--- config.mk ---
export PLATFORM = sky130hd
export DESIGN_NAME = puf_response_capture_flat
export DESIGN_NICKNAME = d
export VERILOG_FILES = /design/src/rtl/puf_response_capture_if.sv /design/src/rtl/puf_response_capture.sv /design/src/flat_wrapper.sv
export SDC_FILE = /design/constraint.sdc
export NUM_CORES = 1
export LEC_CHECK = 0
export CAP_MARGIN = 20
export CELL_PAD_IN_SITES_DETAIL_PLACEMENT = 0
export CELL_PAD_IN_SITES_GLOBAL_PLACEMENT = 2
export CORE_MARGIN = 5
export CORE_UTILIZATION = 23
export DETAILED_ROUTE_END_ITERATION = 8
export HOLD_SLACK_MARGIN = 0.12
export PLACE_DENSITY = 0.9
export SYNTH_ARGS = -nofsm -noshare
export SYNTH_HDL_FRONTEND = slang
export SYNTH_SLANG_ARGS = --single-unit
--- constraint.sdc ---
create_clock -name Clk -period 2.1 [get_ports Clk]
set_input_delay 0.525 -clock Clk [delete_from_list [all_inputs] [get_ports Clk]]
set_output_delay 0.525 -clock Clk [all_outputs]
set_load 0.01 [all_outputs]
--- src/rtl/puf_response_capture_if.sv ---
// puf_response_capture_if: challenge/response handshakes and delay-path pins
// for the arbiter PUF response controller.
interface puf_response_capture_if #(
    parameter int C_LENGTH = 64
);
    logic [C_LENGTH-1:0] Chal_in;
    logic                Chal_valid;
    logic                Chal_ready;
    logic [C_LENGTH-1:0] Challenge;
    logic                Launch;
    logic                Y0;
    logic                Y1;
    logic                Arb;
    logic                Response;
    logic                Resp_err;
    logic                Resp_valid;
    logic                Resp_ready;

    modport slave (
        input  Chal_in, Chal_valid, Y0, Y1, Arb, Resp_ready,
        output Chal_ready, Challenge, Launch, Response, Resp_err, Resp_valid
    );

    modport master (
        output Chal_in, Chal_valid, Y0, Y1, Arb, Resp_ready,
        input  Chal_ready, Challenge, Launch, Response, Resp_err, Resp_valid
    );
endinterface

--- src/rtl/puf_response_capture.sv ---
// puf_response_capture: launches arbiter PUF races and returns the response.
// Define MAJORITY_VOTE_EN to repeat the race NUM_EVAL times and vote.
module puf_response_capture #(
    parameter int C_LENGTH    = 64,
    parameter int SETTLE_CYC  = 4,
    parameter int TIMEOUT_CYC = 32,
    parameter int NUM_EVAL    = 5
) (
    input  logic Clk,
    input  logic Rst_n,
    puf_response_capture_if.slave bus
);
    localparam int MAXC = (SETTLE_CYC > TIMEOUT_CYC) ? SETTLE_CYC : TIMEOUT_CYC;
    localparam int TW = $clog2(MAXC + 1);
    localparam logic [TW-1:0] SETTLE_LAST  = TW'(SETTLE_CYC - 1);
    localparam logic [TW-1:0] TIMEOUT_LAST = TW'(TIMEOUT_CYC - 1);
    // A misconfigured instance refuses every challenge rather than misbehave.
    localparam bit CFG_OK = (SETTLE_CYC >= 1) && (TIMEOUT_CYC >= 1) &&
                            (NUM_EVAL >= 1) && (NUM_EVAL % 2 == 1);

    typedef enum logic [2:0] {
        IDLE, SETTLE, FIRE, WAIT, SAMPLE, RELAX, DECIDE, DONE
    } state_t;

    state_t state, state_nx;
    logic [1:0] sync_y0, sync_y1, sync_arb;
    logic y0_s, y1_s, arb_s;
    logic [TW-1:0] cnt, cnt_nx;
    logic drained, drained_nx;
    logic abort;
    logic chal_ready, chal_ready_nx;
    logic [C_LENGTH-1:0] challenge, challenge_nx;
    logic launch, launch_nx;
    logic response, response_nx;
    logic resp_err, resp_err_nx;
    logic resp_valid, resp_valid_nx;
`ifdef MAJORITY_VOTE_EN
    localparam int EW = $clog2(NUM_EVAL + 1);
    logic [EW-1:0] ones, ones_nx, evals, evals_nx;
`else
    logic arb_q, arb_q_nx;
`endif

    assign y0_s  = sync_y0[1];
    assign y1_s  = sync_y1[1];
    assign arb_s = sync_arb[1];

    assign bus.Chal_ready = chal_ready;
    assign bus.Challenge  = challenge;
    assign bus.Launch     = launch;
    assign bus.Response   = response;
    assign bus.Resp_err   = resp_err;
    assign bus.Resp_valid = resp_valid;

    // Two-flop synchronizers for the asynchronous delay-path outputs.
    always_ff @(posedge Clk) begin
        if (!Rst_n) begin
            sync_y0  <= '0;
            sync_y1  <= '0;
            sync_arb <= '0;
        end else begin
            sync_y0  <= {sync_y0[0], bus.Y0};
            sync_y1  <= {sync_y1[0], bus.Y1};
            sync_arb <= {sync_arb[0], bus.Arb};
        end
    end

    // State, counters and registered outputs.
    always_ff @(posedge Clk) begin
        if (!Rst_n) begin
            state      <= IDLE;
            cnt        <= '0;
            drained    <= 1'b0;
            chal_ready <= 1'b0;
            challenge  <= '0;
            launch     <= 1'b0;
            response   <= 1'b0;
            resp_err   <= 1'b0;
            resp_valid <= 1'b0;
`ifdef MAJORITY_VOTE_EN
            ones       <= '0;
            evals      <= '0;
`else
            arb_q      <= 1'b0;
`endif
        end else begin
            state      <= state_nx;
            cnt        <= cnt_nx;
            drained    <= drained_nx;
            chal_ready <= chal_ready_nx;
            challenge  <= challenge_nx;
            launch     <= launch_nx;
            response   <= response_nx;
            resp_err   <= resp_err_nx;
            resp_valid <= resp_valid_nx;
`ifdef MAJORITY_VOTE_EN
            ones       <= ones_nx;
            evals      <= evals_nx;
`else
            arb_q      <= arb_q_nx;
`endif
        end
    end

    // Next-state and next-output logic for the race sequencer.
    always_comb begin
        state_nx      = state;
        cnt_nx        = cnt;
        drained_nx    = drained;
        abort         = 1'b0;
        challenge_nx  = challenge;
        launch_nx     = launch;
        response_nx   = response;
        resp_err_nx   = resp_err;
        resp_valid_nx = resp_valid;
`ifdef MAJORITY_VOTE_EN
        ones_nx       = ones;
        evals_nx      = evals;
`else
        arb_q_nx      = arb_q;
`endif
        unique case (state)
            IDLE: begin
                if (bus.Chal_valid && chal_ready) begin
                    challenge_nx = bus.Chal_in;
                    cnt_nx       = '0;
                    response_nx  = 1'b0;
                    resp_err_nx  = 1'b0;
`ifdef MAJORITY_VOTE_EN
                    ones_nx      = '0;
                    evals_nx     = '0;
`endif
                    state_nx     = SETTLE;
                end
            end
            SETTLE: begin
                launch_nx = 1'b0;
                if (cnt == SETTLE_LAST) begin
                    cnt_nx   = '0;
                    state_nx = FIRE;
                end else begin
                    cnt_nx = cnt + TW'(1);
                end
            end
            FIRE: begin
                launch_nx = 1'b1;
                cnt_nx    = '0;
                state_nx  = WAIT;
            end
            WAIT: begin
                if (y0_s && y1_s) begin
                    state_nx = SAMPLE;
                end else if (cnt == TIMEOUT_LAST) begin
                    abort = 1'b1;
                end else begin
                    cnt_nx = cnt + TW'(1);
                end
            end
            SAMPLE: begin
                launch_nx  = 1'b0;
                cnt_nx     = '0;
                drained_nx = 1'b0;
`ifdef MAJORITY_VOTE_EN
                ones_nx    = ones + EW'(arb_s);
                evals_nx   = evals + EW'(1);
`else
                arb_q_nx   = arb_s;
`endif
                state_nx   = RELAX;
            end
            RELAX: begin
                if (!drained) begin
                    if (!(y0_s || y1_s)) begin
                        drained_nx = 1'b1;
                        cnt_nx     = '0;
                    end else if (cnt == TIMEOUT_LAST) begin
                        abort = 1'b1;
                    end else begin
                        cnt_nx = cnt + TW'(1);
                    end
                end else if (cnt == SETTLE_LAST) begin
                    cnt_nx = '0;
`ifdef MAJORITY_VOTE_EN
                    state_nx = (evals < EW'(NUM_EVAL)) ? FIRE : DECIDE;
`else
                    state_nx = DECIDE;
`endif
                end else begin
                    cnt_nx = cnt + TW'(1);
                end
            end
            DECIDE: begin
`ifdef MAJORITY_VOTE_EN
                response_nx = (ones > EW'(NUM_EVAL / 2));
`else
                response_nx = arb_q;
`endif
                resp_err_nx   = 1'b0;
                resp_valid_nx = 1'b1;
                state_nx      = DONE;
            end
            DONE: begin
                if (bus.Resp_ready) begin
                    resp_valid_nx = 1'b0;
                    state_nx      = IDLE;
                end
            end
            default: state_nx = IDLE;
        endcase
        // A stuck path ends the whole challenge with an error response.
        if (abort) begin
            resp_err_nx   = 1'b1;
            response_nx   = 1'b0;
            launch_nx     = 1'b0;
            resp_valid_nx = 1'b1;
            state_nx      = DONE;
        end
        chal_ready_nx = (state_nx == IDLE) && CFG_OK;
    end
endmodule

--- src/flat_wrapper.sv ---
// flat-port wrapper written by rule: the top's interface ports become plain ports
module puf_response_capture_flat 
#(
    parameter int C_LENGTH    = 64,
    parameter int SETTLE_CYC  = 4,
    parameter int TIMEOUT_CYC = 32,
    parameter int NUM_EVAL    = 5
)
  (Clk, Rst_n, bus_Chal_in, bus_Chal_valid, bus_Y0, bus_Y1, bus_Arb, bus_Resp_ready, bus_Chal_ready, bus_Challenge, bus_Launch, bus_Response, bus_Resp_err, bus_Resp_valid);
  puf_response_capture_if #(.C_LENGTH(C_LENGTH)) bus_i ();
  input  logic Clk;
  input  logic Rst_n;
  input wire logic [$bits(bus_i.Chal_in)-1:0] bus_Chal_in;
  input wire logic [$bits(bus_i.Chal_valid)-1:0] bus_Chal_valid;
  input wire logic [$bits(bus_i.Y0)-1:0] bus_Y0;
  input wire logic [$bits(bus_i.Y1)-1:0] bus_Y1;
  input wire logic [$bits(bus_i.Arb)-1:0] bus_Arb;
  input wire logic [$bits(bus_i.Resp_ready)-1:0] bus_Resp_ready;
  output wire logic [$bits(bus_i.Chal_ready)-1:0] bus_Chal_ready;
  output wire logic [$bits(bus_i.Challenge)-1:0] bus_Challenge;
  output wire logic [$bits(bus_i.Launch)-1:0] bus_Launch;
  output wire logic [$bits(bus_i.Response)-1:0] bus_Response;
  output wire logic [$bits(bus_i.Resp_err)-1:0] bus_Resp_err;
  output wire logic [$bits(bus_i.Resp_valid)-1:0] bus_Resp_valid;
  assign bus_i.Chal_in = bus_Chal_in;
  assign bus_i.Chal_valid = bus_Chal_valid;
  assign bus_i.Y0 = bus_Y0;
  assign bus_i.Y1 = bus_Y1;
  assign bus_i.Arb = bus_Arb;
  assign bus_i.Resp_ready = bus_Resp_ready;
  assign bus_Chal_ready = bus_i.Chal_ready;
  assign bus_Challenge = bus_i.Challenge;
  assign bus_Launch = bus_i.Launch;
  assign bus_Response = bus_i.Response;
  assign bus_Resp_err = bus_i.Resp_err;
  assign bus_Resp_valid = bus_i.Resp_valid;
  puf_response_capture #(.C_LENGTH(C_LENGTH), .SETTLE_CYC(SETTLE_CYC), .TIMEOUT_CYC(TIMEOUT_CYC), .NUM_EVAL(NUM_EVAL)) u_core (.Clk(Clk), .Rst_n(Rst_n), .bus(bus_i));
endmodule
# --- Yosys cells after proc, flatten, opt, wreduce, memory -nomap -nowiden ---
# Cells that the tools add are included.
# Widths: inputs -> output; s select.
totals:
  register_bits: 86
  inputBits: 71
  output_inout_bits: 69
  wordCells: 78
classes:
  n_addsub: 1
  n_eq_ne: 13
  muxes: 31
  n_bitwise: 1
  reduce_logical: 19
op_table:
  columns: ["cell", "count"]
  rows:
  - ["$mux 6", 6]
  - ["$pmux 6 s5", 1]
  - ["$pmux 3 s8", 1]
  - ["$mux 3", 7]
  - ["$eq 3x3->1 const B", 4]
  - ["$pmux 1 s2", 6]
  - ["$mux 1", 10]
  - ["$reduce_and 2->1", 4]
  - ["$add 6x1->6 const B", 1]
  - ["$eq 3x2->1 const B", 2]
  - ["$eq 6x2->1 const B", 1]
  - ["$eq 6x5->1 const B", 1]
  - ["$logic_not 3->1", 2]
  - ["$reduce_bool 2->1", 3]
  - ["$reduce_bool 3->1", 2]
  - ["$reduce_or 2->1", 3]
  - ["$reduce_bool 5->1", 1]
  - ["$eq 3x1->1 const B", 1]
  - ["$ne 3x1->1 const B", 1]
  - ["$ne 3x2->1 const B", 1]
  - ["$reduce_and 3->1", 1]
  - ["$logic_and 1x1->1", 2]
  - ["$ne 2x1->1 const B", 1]
  - ["$ne 2x2->1 const B", 1]
  - ["other kinds (2)", 2]

# --- Longest topological paths before layout ---
depth:
  depth_word: 7
  ltp_mapped: 7
  mapped_depth_nobuf: 6

# --- Worst setup path before layout ---
# OpenSTA, ideal clock, no wires.
synth_path:
  kind: "input to register"
  start: "input port bus_Chal_valid"
  end: "register u_core.chal_ready (netlist: u_core.bus.Chal_ready)"
  setup_ns: 0.061
  arrival_ns: 1.512
  required_ns: 2.039
  slack_ns: 0.527
  path_stages: 5
  n_path_buf: 0
  cell_sequence: "a2111o_1 o21a_2 nand4_2 nand2_2 and4b_1"
synth_via:
  elab_chain_cells: 5
synth_lines:
  columns: ["item", "line", "rtl"]
  rows:
  - ["start, declared", "flat_wrapper.sv:14", "input wire logic [$bits(bus_i.Chal_valid)-1:0] bus_Chal_valid;"]
  - ["$logic_and 1x1->1", "puf_response_capture.sv:124", "if (bus.Chal_valid && chal_ready) begin"]
  - ["$mux 3", "puf_response_capture.sv:124", null]
  - ["$pmux 3 s8", "puf_response_capture.sv:122", "unique case (state)"]
  - ["$mux 3", "puf_response_capture.sv:211", "if (abort) begin"]
  - ["$logic_not 3->1", "puf_response_capture.sv:218", "chal_ready_nx = (state_nx == IDLE) && CFG_OK;"]
  - ["end signal, assigned", "puf_response_capture.sv:90", "chal_ready <= chal_ready_nx;"]
  - ["end, declared", "puf_response_capture.sv:31", "logic chal_ready, chal_ready_nx;"]
# No other way between the ends.
# A chain may end at the register's enable or synchronous reset.

# --- Worst setup path after layout ---
layout_path:
  start: "register u_core.chal_ready (netlist: u_core.bus.Chal_ready)"
  end: "output port bus_Chal_ready"
layout_rtl:
  columns: ["item", "line", "rtl"]
  rows:
  - ["end, declared", "flat_wrapper.sv:19", "output wire logic [$bits(bus_i.Chal_ready)-1:0] bus_Chal_ready;"]
# No word-level cell between the ends.

==> qor.tcl <==
set qor(cts_resized) 0
set qor(initial_utilization_pct) 23.33
set qor(cts_hold_repair.buffers) 0
set qor(launching_instance_or_port_of_the_critical_path) {u_core.bus.Chal_ready$_SDFF_PN0_}
set qor(synth_cells) 397
set qor(rr_endpoint) {u_core.cnt[5]$_SDFFE_PN0P_}
set qor(first_global_vias) 3028
set qor(timing.critical_path.cells) {clkdlybuf4s50_1}
set qor(grt_max_degree) 43
set qor(final.setup_skew_ns) 0.003519
set qor(syn-cell-area_mm2) 0.003226
set qor(crit_family) {buffers and inverters}
set qor(path_max_fanout) 4
set qor(hold_end) {u_core.sync_y0[1]$_SDFF_PN0_}
set qor(worst_path_slowest_cell) {sky130_fd_sc_hd__clkdlybuf4s50_1}
set qor(power.switching_uw) 878.0
set qor(final_critical_path_share_of_the_clock_period_pct) 87.06
set qor(postLayoutCoreUtil_pct) 37.26
set qor(rsz0062_at_grt) {no}
set qor(port_buffers) 139
set qor(timing_worst_setup_path_type) {flop to output pin}
set qor(grt_first_pass_wirelength_um) 15260
set qor(cts_buffer_depth) 2
set qor(max_cap_violations) 0
set qor(diodes) 0
set qor(globalRoute.totalOverflow) 0
set qor(stdcell_count) 717
set qor(layout_setup_ws_ns) 0.2718
set qor(number_of_enable_flip_flop_cells_after_synthesis) 0
set qor(post_cts.repair.setup_buffers) 0
set qor(floorplan.die_area_mm2) 0.01649
set qor(total_power_uw) 3810
set qor(cts-root-buf) {sky130_fd_sc_hd__clkbuf_16}
set qor(mostFrequentLayoutCells) {sky130_fd_sc_hd__clkdlybuf4s50_1, sky130_fd_sc_hd__nand2_1, sky130_fd_sc_hd__dfxtp_1, sky130_fd_sc_hd__a21oi_1}
set qor(total_number_of_vias) 3150
set qor(postSynthAreaPerCell_um2) 8.125
set qor(critPathCaptureType) {output pin}
set qor(min-delay-start) {u_core.sync_y0[0]$_SDFF_PN0_}
set qor(core_area_mm2) 0.01383
set qor(layout.cells.most_common) {sky130_fd_sc_hd__clkdlybuf4s50_1}
set qor(critical_path_buf_inv_count) 1
set qor(fp.dieH_um) 128.4
set qor(clk_transition_reported_paths_ns) 0.06
set qor(relative_slew_margins_pct) 64.36
set qor(cp-start-kind) {flop}
set qor(final_critical_period_ns) 1.828
set qor(max-vdd-ir-drop_mv) 0.2999
set qor(track_usage_pct) 11.56
set qor(tightest_slew_ns) 0.5290
set qor(cp.arrival_ns) 1.30
set qor(reg2reg_setup_slack_ns) 0.30
set qor(detail-route-antenna-nets) 0
set qor(tritoncts_clock_tree) {done}
set qor(ys_seq_elements) 86
set qor(worst-r2r-cell-count) 6
set qor(run_status) {completed}
set qor(ioPinCount) 140
set qor(routed_via_density) 4.393
set qor(p_comb_share_pct) 13.4
set qor(slowest_delay_ns) 0.59
set qor(timing.rr.start) {u_core.cnt[0]$_SDFFE_PN0P_}
set qor(worstHoldPathCells) 1
set qor(power.internal_uw) 2932
set qor(antenna_found_initial) 0
set qor(detailedPlacementHpwl_um) 6985
set qor(synth-async-reset-ratio_pct) 0
set qor(num-nets-final) 605
set qor(area_growth_syn_to_layout_pct) 59.74
set qor(site_row_count) 43
set qor(detailedRoute.firstPassIterationCount) 4
set qor(power_per_cell_area_mw_per_mm2) 739.5
set qor(routedWlPerCell_um) 13.30
set qor(fin_tns_setup_ns) 0
set qor(clock_power_share_pct) 41.1
set qor(placement.setup.worst_slack_ns) -0.03701
set qor(worst-endpoint-required_ns) 1.57
set qor(fill_count) 1389
set qor(ys_dominant_reg_cell) {sky130_fd_sc_hd__dfxtp_1}
set qor(drtIter0Drc) 167
set qor(clock_sink_count) 86
set qor(number_of_buffers_created_by_cts) 9
set qor(finish_stage_setup_viols) 0
set qor(final_max_slew_viol_count) 0
set qor(drt_drc_violations_left) 0
set qor(leakagePower_uw) 0.001797
set qor(hold_violations) 0
set qor(seqPwrFrac_pct) 45.5
set qor(hp-class) {flop to flop}
set qor(yosysSeqAreaShare_pct) 53.37
set qor(yosysWarningCount) 0
set qor(drive_gt1_share_pct) 6.704
set qor(sw_frac_of_total_pct) 23.05
set qor(die_w_um) 128.4
set qor(routed_wl_um) 9534
set qor(gpl.final_weighted_congestion) 0.8083
set qor(timing.fmax_ghz) 0.5470
set qor(placed_cells_incl_taps) 702
set qor(ctsHtreeMaxLevel) 3
set qor(yosys.cell_types.count) 38
set qor(synth_nets) 469
set qor(clock_latency_ns) 0.34
[metrics by stage]
stage                     area (µm²)  hold WS (ns)
after global placement          4862        0.4238
final                           5152        0.4380
after global routing            5152        0.4610
after detailed placement        4862        0.4247
after floorplan                 3226        0.4119
after CTS                       5152        0.4392
[power groups by stage]
stage / sequential [µW] / combinational (µW) / clock (µW)
after global placement: 1770 / 513 / 0
after CTS: 1730 / 518 / 1630
final: 1730 / 509 / 1570
after global routing: 1740 / 556 / 1690
after floorplan: 1790 / 172 / 0
after detailed placement: 1770 / 515 / 0
[sequential cells by signal (all words and copies together), names as in the netlist]
name and cells:
u_core.drained 1, u_core.bus.Chal_ready 1, u_core.sync_arb 2, u_core.bus.Launch 1, u_core.bus.Resp_valid 1, u_core.bus.Resp_err 1, u_core.arb_q 1, u_core.bus.Response 1
u_core.cnt 6, u_core.state 3, u_core.sync_y0 2, u_core.sync_y1 2, u_core.bus.Challenge 64
[cells by family (layout without fill, tap and decap cells)]
kind of cell,count (synthesis),in the layout,synth area share [%]
buf+inv,31,171,4.616
flops,86,86,53.37
compound gates,103,103,18.15
simple gates,176,176,23.47
fa+ha+maj,1,1,0.3878
[how the worst max path moves through the flow]
stage                                  endpoint  cells past startpoint
3_3_place_gp         u_core.cnt[4]$_SDFFE_PN0P_                      6
6_report                         bus_Chal_ready                      1
4_1_cts                          bus_Chal_ready                      1
2_1_floorplan  u_core.bus.Chal_ready$_SDFF_PN0_                      5
5_1_grt        u_core.bus.Chal_ready$_SDFF_PN0_                      6
3_5_place_dp         u_core.cnt[5]$_SDFFE_PN0P_                      5
[metal layers]
metal  vias to the layer above  track usage [%]  part of all wire [%]
met5                         -                0                     0
met3                        12            3.570                   8.4
met4                         0            4.931                   1.7
met1                      1441            14.58                    45
li1                       1602                -                     -
met2                        95            18.30                    45
[cell usage after synthesis (2+ instances only)]
library cell / instances / share of area, %
sky130_fd_sc_hd__nor2_1: 6 / 0.70
sky130_fd_sc_hd__a32oi_1: 2 / 0.54
sky130_fd_sc_hd__o21a_1: 2 / 0.47
sky130_fd_sc_hd__o21ai_1: 2 / 0.31
sky130_fd_sc_hd__and3_1: 3 / 0.58
sky130_fd_sc_hd__a31oi_1: 2 / 0.39
sky130_fd_sc_hd__dfxtp_1: 86 / 53
sky130_fd_sc_hd__inv_1: 4 / 0.47
sky130_fd_sc_hd__and2_1: 9 / 1.7
sky130_fd_sc_hd__buf_2: 11 / 1.7
sky130_fd_sc_hd__nor3_1: 6 / 0.93
sky130_fd_sc_hd__nand2_1: 134 / 16
sky130_fd_sc_hd__nand3_1: 8 / 1.2
sky130_fd_sc_hd__buf_4: 3 / 0.70
sky130_fd_sc_hd__a211oi_1: 2 / 0.47
sky130_fd_sc_hd__o21ai_0: 8 / 1.2
sky130_fd_sc_hd__clkbuf_1: 12 / 1.4
sky130_fd_sc_hd__nand2b_1: 3 / 0.58
sky130_fd_sc_hd__a21oi_1: 75 / 12
[layout make-up]
class | count | area (µm²) | area share (%)
Multi-Input combinational cell | 280 | 1361 | 26.42
Timing Repair Buffer | 152 | 1539 | 29.87
Clock buffer | 11 | 242.7 | 4.711
Clock inverter | 4 | 47.55 | 0.9228
Tap cell | 180 | 225.2 | 4.371
Sequential cell | 86 | 1722 | 33.41
Inverter | 4 | 15.01 | 0.2914
Note: power is estimated with default switching activity, not from simulation.
